--- src/rtl/spi_ram_pkg.sv ---
//==============================================================================
// Module : spi_ram_pkg
// Brief  : Shared command encodings and FSM state codes for the SPI RAM slave.
// Rev    : 1.0
//==============================================================================
`default_nettype none
`timescale 1ns/1ps

package spi_ram_pkg;

    localparam logic [1:0] CMD_WR_ADDR = 2'b00;
    localparam logic [1:0] CMD_WR_DATA = 2'b01;
    localparam logic [1:0] CMD_RD_ADDR = 2'b10;
    localparam logic [1:0] CMD_RD_DATA = 2'b11;

    typedef logic [2:0] state_t;

    localparam state_t ST_IDLE    = 3'd0;
    localparam state_t ST_RECV    = 3'd1;
    localparam state_t ST_EXEC    = 3'd2;
    localparam state_t ST_READOUT = 3'd3;
    localparam state_t ST_DONE    = 3'd4;

endpackage

`default_nettype wire

--- src/rtl/spi_sp_ram.sv ---
//==============================================================================
// Module : spi_sp_ram
// Brief  : Single-port RAM, registered read data, one-cycle read latency.
// Rev    : 1.0
//==============================================================================
`default_nettype none
`timescale 1ns/1ps

module spi_sp_ram #(
    parameter int WIDTH     = 8,
    parameter int MEM_DEPTH = 256
) (
    input  logic                         clk,
    input  logic                         en,
    input  logic                         we,
    input  logic [$clog2(MEM_DEPTH)-1:0] addr,
    input  logic [WIDTH-1:0]             din,
    output logic [WIDTH-1:0]             dout
);

    logic [WIDTH-1:0] r_mem [MEM_DEPTH];
    logic [WIDTH-1:0] r_dout;

    // Array and output register intentionally carry no reset.
    always_ff @(posedge clk) begin
        if (en) begin
            if (we) begin
                r_mem[addr] <= din;
            end else begin
                r_dout <= r_mem[addr];
            end
        end
    end

    assign dout = r_dout;

endmodule

`default_nettype wire

--- src/rtl/spi_slave_ram_burst.sv ---
//==============================================================================
// Module : spi_slave_ram_burst
// Brief  : SPI slave fronting a single-port RAM with burst address auto-increment.
// Rev    : 1.0
//==============================================================================
`default_nettype none
`timescale 1ns/1ps

module spi_slave_ram_burst
    import spi_ram_pkg::*;
#(
    parameter int WIDTH     = 8,
    parameter int MEM_DEPTH = 256,
    parameter int AUTO_INC  = 1
) (
    input  logic clk,
    input  logic rst,
    input  logic SS_n,
    input  logic MOSI,
    output logic MISO,
    output logic busy,
    output logic frame_err
);

    localparam int ADDR_W = $clog2(MEM_DEPTH);
    localparam int N      = WIDTH + 2;
    localparam int CNT_W  = $clog2(N + 1);

    localparam logic [ADDR_W-1:0] c_last     = ADDR_W'(MEM_DEPTH - 1);
    localparam logic [CNT_W-1:0]  c_rx_last  = CNT_W'(N - 1);
    localparam logic [CNT_W-1:0]  c_tx_end   = CNT_W'(WIDTH);
    localparam logic [WIDTH:0]    c_depth    = (WIDTH + 1)'(MEM_DEPTH);

    state_t              r_state;
    logic [CNT_W-1:0]    r_cnt;
    logic [N-1:0]        r_shift;
    logic [WIDTH-1:0]    r_tx;
    logic [ADDR_W-1:0]   r_wr_addr;
    logic [ADDR_W-1:0]   r_rd_addr;
    logic                r_miso;
    logic                r_frame_err;

    logic [1:0]          w_cmd;
    logic [WIDTH-1:0]    w_payload;
    logic                w_addr_bad;
    logic                w_ram_en;
    logic                w_ram_we;
    logic [ADDR_W-1:0]   w_ram_addr;
    logic [WIDTH-1:0]    w_ram_dout;

    function automatic logic [ADDR_W-1:0] f_next(input logic [ADDR_W-1:0] a);
        return (a == c_last) ? '0 : a + 1'b1;
    endfunction

    assign w_cmd      = r_shift[N-1 -: 2];
    assign w_payload  = r_shift[WIDTH-1:0];
    assign w_addr_bad = ({1'b0, w_payload} >= c_depth);

    // RAM is touched only in the execute cycle, so a reset or abort can never commit a write.
    assign w_ram_en   = (r_state == ST_EXEC) && ((w_cmd == CMD_WR_DATA) || (w_cmd == CMD_RD_DATA));
    assign w_ram_we   = (w_cmd == CMD_WR_DATA);
    assign w_ram_addr = w_ram_we ? r_wr_addr : r_rd_addr;

    spi_sp_ram #(
        .WIDTH     (WIDTH),
        .MEM_DEPTH (MEM_DEPTH)
    ) u_ram (
        .clk  (clk),
        .en   (w_ram_en),
        .we   (w_ram_we),
        .addr (w_ram_addr),
        .din  (w_payload),
        .dout (w_ram_dout)
    );

    always_ff @(posedge clk or posedge rst) begin
        if (rst) begin
            r_state     <= ST_IDLE;
            r_cnt       <= '0;
            r_shift     <= '0;
            r_tx        <= '0;
            r_wr_addr   <= '0;
            r_rd_addr   <= '0;
            r_miso      <= 1'b0;
            r_frame_err <= 1'b0;
        end else begin
            r_frame_err <= 1'b0;
            case (r_state)
                ST_IDLE: begin
                    r_miso <= 1'b0;
                    r_cnt  <= '0;
                    if (!SS_n) begin
                        r_state <= ST_RECV;
                    end
                end
                ST_RECV: begin
                    if (SS_n) begin
                        r_state     <= ST_IDLE;
                        r_frame_err <= 1'b1;
                    end else begin
                        r_shift <= {r_shift[N-2:0], MOSI};
                        if (r_cnt == c_rx_last) begin
                            r_state <= ST_EXEC;
                            r_cnt   <= '0;
                        end else begin
                            r_cnt <= r_cnt + 1'b1;
                        end
                    end
                end
                ST_EXEC: begin
                    case (w_cmd)
                        CMD_WR_ADDR: begin
                            if (w_addr_bad) r_frame_err <= 1'b1;
                            else            r_wr_addr   <= w_payload[ADDR_W-1:0];
                        end
                        CMD_WR_DATA: begin
                            if (AUTO_INC != 0) r_wr_addr <= f_next(r_wr_addr);
                        end
                        CMD_RD_ADDR: begin
                            if (w_addr_bad) r_frame_err <= 1'b1;
                            else            r_rd_addr   <= w_payload[ADDR_W-1:0];
                        end
                        default: begin
                            if (AUTO_INC != 0) r_rd_addr <= f_next(r_rd_addr);
                        end
                    endcase
                    if (SS_n)                          r_state <= ST_IDLE;
                    else if (w_cmd == CMD_RD_DATA)     r_state <= ST_READOUT;
                    else                               r_state <= ST_DONE;
                end
                ST_READOUT: begin
                    if (SS_n) begin
                        r_state <= ST_IDLE;
                        r_miso  <= 1'b0;
                    end else if (r_cnt == '0) begin
                        r_miso <= w_ram_dout[WIDTH-1];
                        r_tx   <= w_ram_dout << 1;
                        r_cnt  <= r_cnt + 1'b1;
                    end else if (r_cnt == c_tx_end) begin
                        r_miso  <= 1'b0;
                        r_state <= ST_DONE;
                    end else begin
                        r_miso <= r_tx[WIDTH-1];
                        r_tx   <= r_tx << 1;
                        r_cnt  <= r_cnt + 1'b1;
                    end
                end
                ST_DONE: begin
                    if (SS_n) r_state <= ST_IDLE;
                end
                default: r_state <= ST_IDLE;
            endcase
        end
    end

    assign MISO      = r_miso;
    assign busy      = (r_state != ST_IDLE);
    assign frame_err = r_frame_err;

endmodule

`default_nettype wire

--- config.mk ---
export PLATFORM = sky130hd
export DESIGN_NAME = spi_slave_ram_burst
export DESIGN_NICKNAME = d
export VERILOG_FILES = /design/src/rtl/spi_ram_pkg.sv /design/src/rtl/spi_sp_ram.sv /design/src/rtl/spi_slave_ram_burst.sv
export SDC_FILE = /design/constraint.sdc
export NUM_CORES = 2
export LEC_CHECK = 0
export ABC_CLOCK_PERIOD_IN_PS = 8100
export CAP_MARGIN = 0
export CORE_UTILIZATION = 65
export CTS_CLUSTER_SIZE = 24
export DETAILED_ROUTE_END_ITERATION = 6
export PLACE_DENSITY = 0.81
export SYNTH_ARGS = -nofsm -noshare
export SYNTH_HDL_FRONTEND = slang
export SYNTH_SLANG_ARGS = --single-unit
--- constraint.sdc ---
create_clock -name clk -period 8.1 [get_ports clk]
set_input_delay 1.62 -clock clk [delete_from_list [all_inputs] [get_ports clk]]
set_output_delay 1.62 -clock clk [all_outputs]
set_load 0.005 [all_outputs]
==> summary by stage <==
Worst setup path
The startpoint type of the worst setup path is a register. The worst flop-to-flop path endpoint is u_ram.dout[7]. The maximum fanout along the worst path is between 100 and 150. Counting cells, the worst reg-to-reg path comes to 10.

The data arrival time of the critical path is between 6000 and 7000 ps. Setup slack on the worst reg-to-reg path comes out at roughly 2600 ps. Counting both buffers and inverters, the worst setup path holds a total of 2. The slowest cell on the critical path is nor4_1. The maximum single-stage delay on the critical path is approximately 1200 ps.

The origin of the critical flop-to-flop path is r_shift[8]. Traced cell by cell, the critical path runs through nor2b_1 > o31ai_4 > buf_12 > buf_4 > a22o_1 > a221oi_1 > o22ai_1 > nor4_1 > a21oi_1 > a2111o_1. On the critical path the largest part of the delay comes from compound AO/OA/AOI/OAI gates. STA classifies the critical path endpoint as a register. The total stage count of the critical path is 10.

The setup path with the least slack is of type reg2reg. The required time at the endpoint of the critical path is approximately 8700 ps.

STA
The worst slew slack as a fraction of its limit is -0.182. The final-layout setup total negative slack is 0 ps. Setup repair after global routing left no endpoint under its margin. In the finished design, the share of the clock period the worst path needs comes to 0.676. The actual slew at the worst max-slew pin is ~1800 ps. The setup clock skew after layout is 22.8 ps. Setup violations remaining at the end of the flow were counted as 0. The post-layout minimum cycle time is 5480 ps. The count of endpoints failing hold in the final timing report is 0. The upper clock frequency limit is around 180 MHz. The number of pins with negative max-slew slack in the final report is approximately 160.

Drt
The routed length per instance is 32.3 um. The first detailed-routing pass took 6 iterations. The count of vias placed by the detailed router is between 40,000 and 50,000. In this run, the number of DRC markers left after iteration 0 of detailed routing was between 7,000 and 8,000. In the routed design, unresolved DRC markers number 0.

The antenna violation net count after detailed routing is 0. The detailed-route vias per instance is between 7 and 8. After detailed routing, the total wire length is between 150,000 and 200,000 um.

Placed design
The routability congestion estimate is 0.937. Summed over all nets, the half-perimeter wirelength after detailed placement is about 110,000 um. The cell area reported after detailed placement is 0.0796 mm^2. During placement, the flow inserted port buffers numbering 6.

After detailed placement, the design holds a cell count of about 5,700.

Run status
The final reports fail on capacitance limit, slew limit. The run finished, with violations left.

Synth
The unique cell type count in the Yosys netlist is between 50 and 60. After synthesis, the share of flip-flops with an asynchronous set or reset is 0.0200. Summed over all instances, the cell type with the most area after synthesis is edfxtp_1.

The dominant synthesized flop cell is edfxtp_1. Counting every instance in the synthesized netlist gives between 4,000 and 5,000. When the netlist entered floorplanning its net count stood at ~4,400. Sorting the synthesized cells by area gives the leading types as edfxtp_1 (79%), a22o_1 (5.8%), a221oi_1 (5.6%), o22ai_1 (2.1%), dfrtp_1 (1.3%).

The mapped cell area is a little under 0.08 mm^2. Dividing the synthesized area by the synthesized cell count gives 18.0 um^2. Of the post-synthesis cell area, the dominant cell type holds 0.790. The number of enable-type register cells in the synthesized netlist is approximately 2,000.

The library cell with the highest instance count after synthesis is edfxtp_1. Synthesis inferred 2,098 register bits. The post-synthesis sequential area ratio is 0.803. The Yosys step of the flow raised 0 warnings.

Sorting the synthesized cells by how often they occur yields edfxtp_1 (2,056), a22o_1 (517), a221oi_1 (496), nor2_1 (273), o22ai_1 (260).

Layout
The final layout contains between 4,000 and 5,000 nets. The layout filler cell count is ~6,400. The post-route non-filler standard cell count is 6,060. The share of post-route cells with drive strength above 1 is 0.0884. Relative to the synthesized area, the layout overhead comes to 9.59%. With fillers left out, the area of the finished cells amounts to 0.0857 mm^2.

Clock network
The H-tree was split into 4 levels. CTS saw ~2,100 sinks. The clock passes through at most 3 buffers.

The clock latency at the later pin of the worst-skew pair is approximately 830 ps. The clock transition at the registers of the reported paths is approximately 60 ps. Hold repair after CTS inserted 0 buffers. The setup fix buffers added after clock tree synthesis is 0.

The quantity of gates resized following cts is 0. The tree is rooted in a clkbuf_16. In this run, CTS created clock tree buffers numbering 192. TritonCTS built the clock tree.

Power and ir drop
For this design the ratio of total power to cell area is 379 mW/mm^2. The reported leakage power is 26.5 nW. The peak supply drop is 0.424 mV.

Hold path
The source of the worst hold timing path is r_tx[6]. The hold path depth is 2. The worst hold path belongs to the class reg2reg. The endpoint of the worst hold-timing path is r_tx[6].

GRT
The number of global-route vias before repair is 43,087. The first global-routing pass estimated ~280,000 um of wire. The initial antenna violation count is 3. In the global route stage, overall resource usage came out at 0.321.

Entering global routing, the biggest net connects ~260 pins. The total overflow reported by the global router is 0.

Flow run
Across the run, the number of max-cap violations was 3.

Die
The die is around 350 um tall. The chip width is ~350 um. The die covers around 0.12 mm^2. 7 I/O pins were placed.

The core area is ~0.12 mm^2. The initial utilization of the core area, before any placement, comes to 0.659. The floorplan has 126 rows.
-- final cells by class --
| type | instances | area, um^2 | area share |
|---|---|---|---|
| sequential | 2098 | 62800 | 0.733 |
| inverter | 14 | 52.6 | 0.000613 |
| tap | 1600 | 2000 | 0.0234 |
| clock buffer | 242 | 5070 | 0.0591 |
| multi-input combinational | 1904 | 13900 | 0.162 |
| timing repair buffer | 87 | 788 | 0.00920 |
| antenna | 1 | 2.50 | 0.0000292 |
| clock inverter | 114 | 1050 | 0.0122 |
-- cell usage in the layout (no fill, tap or decap), drive strengths merged, types with 3 or more instances in the layout --
cell              n
a22oi             3
nand3            23
ha                5
nand3b            5
mux2i             8
bufinv           17
a2111o            8
nor4             66
a22o            517
nor2            273
o22ai           260
nand2b           10
mux2              8
a221oi          512
clkinv           83
o21a              4
a31oi             3
inv              24
buf              81
clkinvlp          4
nor3              8
clkbuf          242
or3               6
o31ai            10
edfxtp         2056
nor2b             3
a21boi            9
dfrtp            42
nand2            80
o21ai            32
a21oi            29
clkdlybuf4s50     6
-- worst register-to-register path: stages (launching register included) --
cell and delay, ps:
dfrtp_1 780, nor2b_1 480, o31ai_4 130, buf_12 270, buf_4 520, a22o_1 410
a221oi_1 350, o22ai_1 230, nor4_1 1240, a21oi_1 420, a2111o_1 400
-- per-stage QoR --
step | hold slack [ps] | setup WS (ps) | power (mW) | utilization
3_3_place_gp | 462 | 2960 | 23.2 | 0.670
2_1_floorplan | 449 | 4060 | 20.4 | -
5_1_grt | 519 | 2730 | 33.2 | 0.722
6_report | 488 | 2620 | 32.4 | 0.722
4_1_cts | 492 | 2820 | 32.2 | 0.722
3_5_place_dp | 474 | 2830 | 23.4 | 0.670
-- per-layer routing --
| layer | up-vias | share of wire | GRT usage |
|---|---|---|---|
| met5 | - | 0.00035 | 0.00240 |
| met4 | 6 | 0.057 | 0.170 |
| met3 | 581 | 0.12 | 0.0827 |
| met2 | 3506 | 0.47 | 0.496 |
| met1 | 22637 | 0.35 | 0.423 |
| li1 | 18387 | - | - |
-- worst max path at each step --
stage / endpoint / slack [ps] / start
detailed placement: u_ram.dout[7] / 2830 / r_shift[8]
global placement: u_ram.dout[3] / 2960 / r_shift[8]
finish: u_ram.dout[7] / 2620 / r_shift[8]
floorplan: u_ram.r_mem[0][7] / 4060 / r_shift[7]
global route: u_ram.dout[6] / 2730 / r_shift[8]
CTS: u_ram.dout[7] / 2820 / r_shift[8]
-- cells by family (layout without fill, tap and decap cells) --
group / Yosys count / count (layout) / synth area share
adders and majority gates: 5 / 5 / 0.000800
AOI/OAI and AO/OA: 1400 / 1400 / 0.147
DFF: 2098 / 2098 / 0.803
buffers and inverters: 341 / 457 / 0.0200
and+or+nand+nor: 483 / 483 / 0.0273
other: 0 / 1 / 0
muxes: 16 / 16 / 0.00222
-- sequential cells by signal, indices dropped and copies added (netlist names) --
| name | flops |
|---|---|
| u_ram.r_mem | 2048 |
| r_wr_addr | 8 |
| u_ram.dout | 8 |
| MISO | 1 |
| r_rd_addr | 8 |
| r_shift | 10 |
| r_state | 3 |
| frame_err | 1 |
| r_tx | 7 |
| r_cnt | 4 |
-- where the power goes --
part / total (mW) / internal (mW) / switching, mW
Sequential: 14.1 / 13.6 / 0.486
Combinational: 9.48 / 2.83 / 6.65
Clock: 8.88 / 4.98 / 3.90
Total: 32.4 / 21.4 / 11.0
Power figures use the tool's default switching activity.
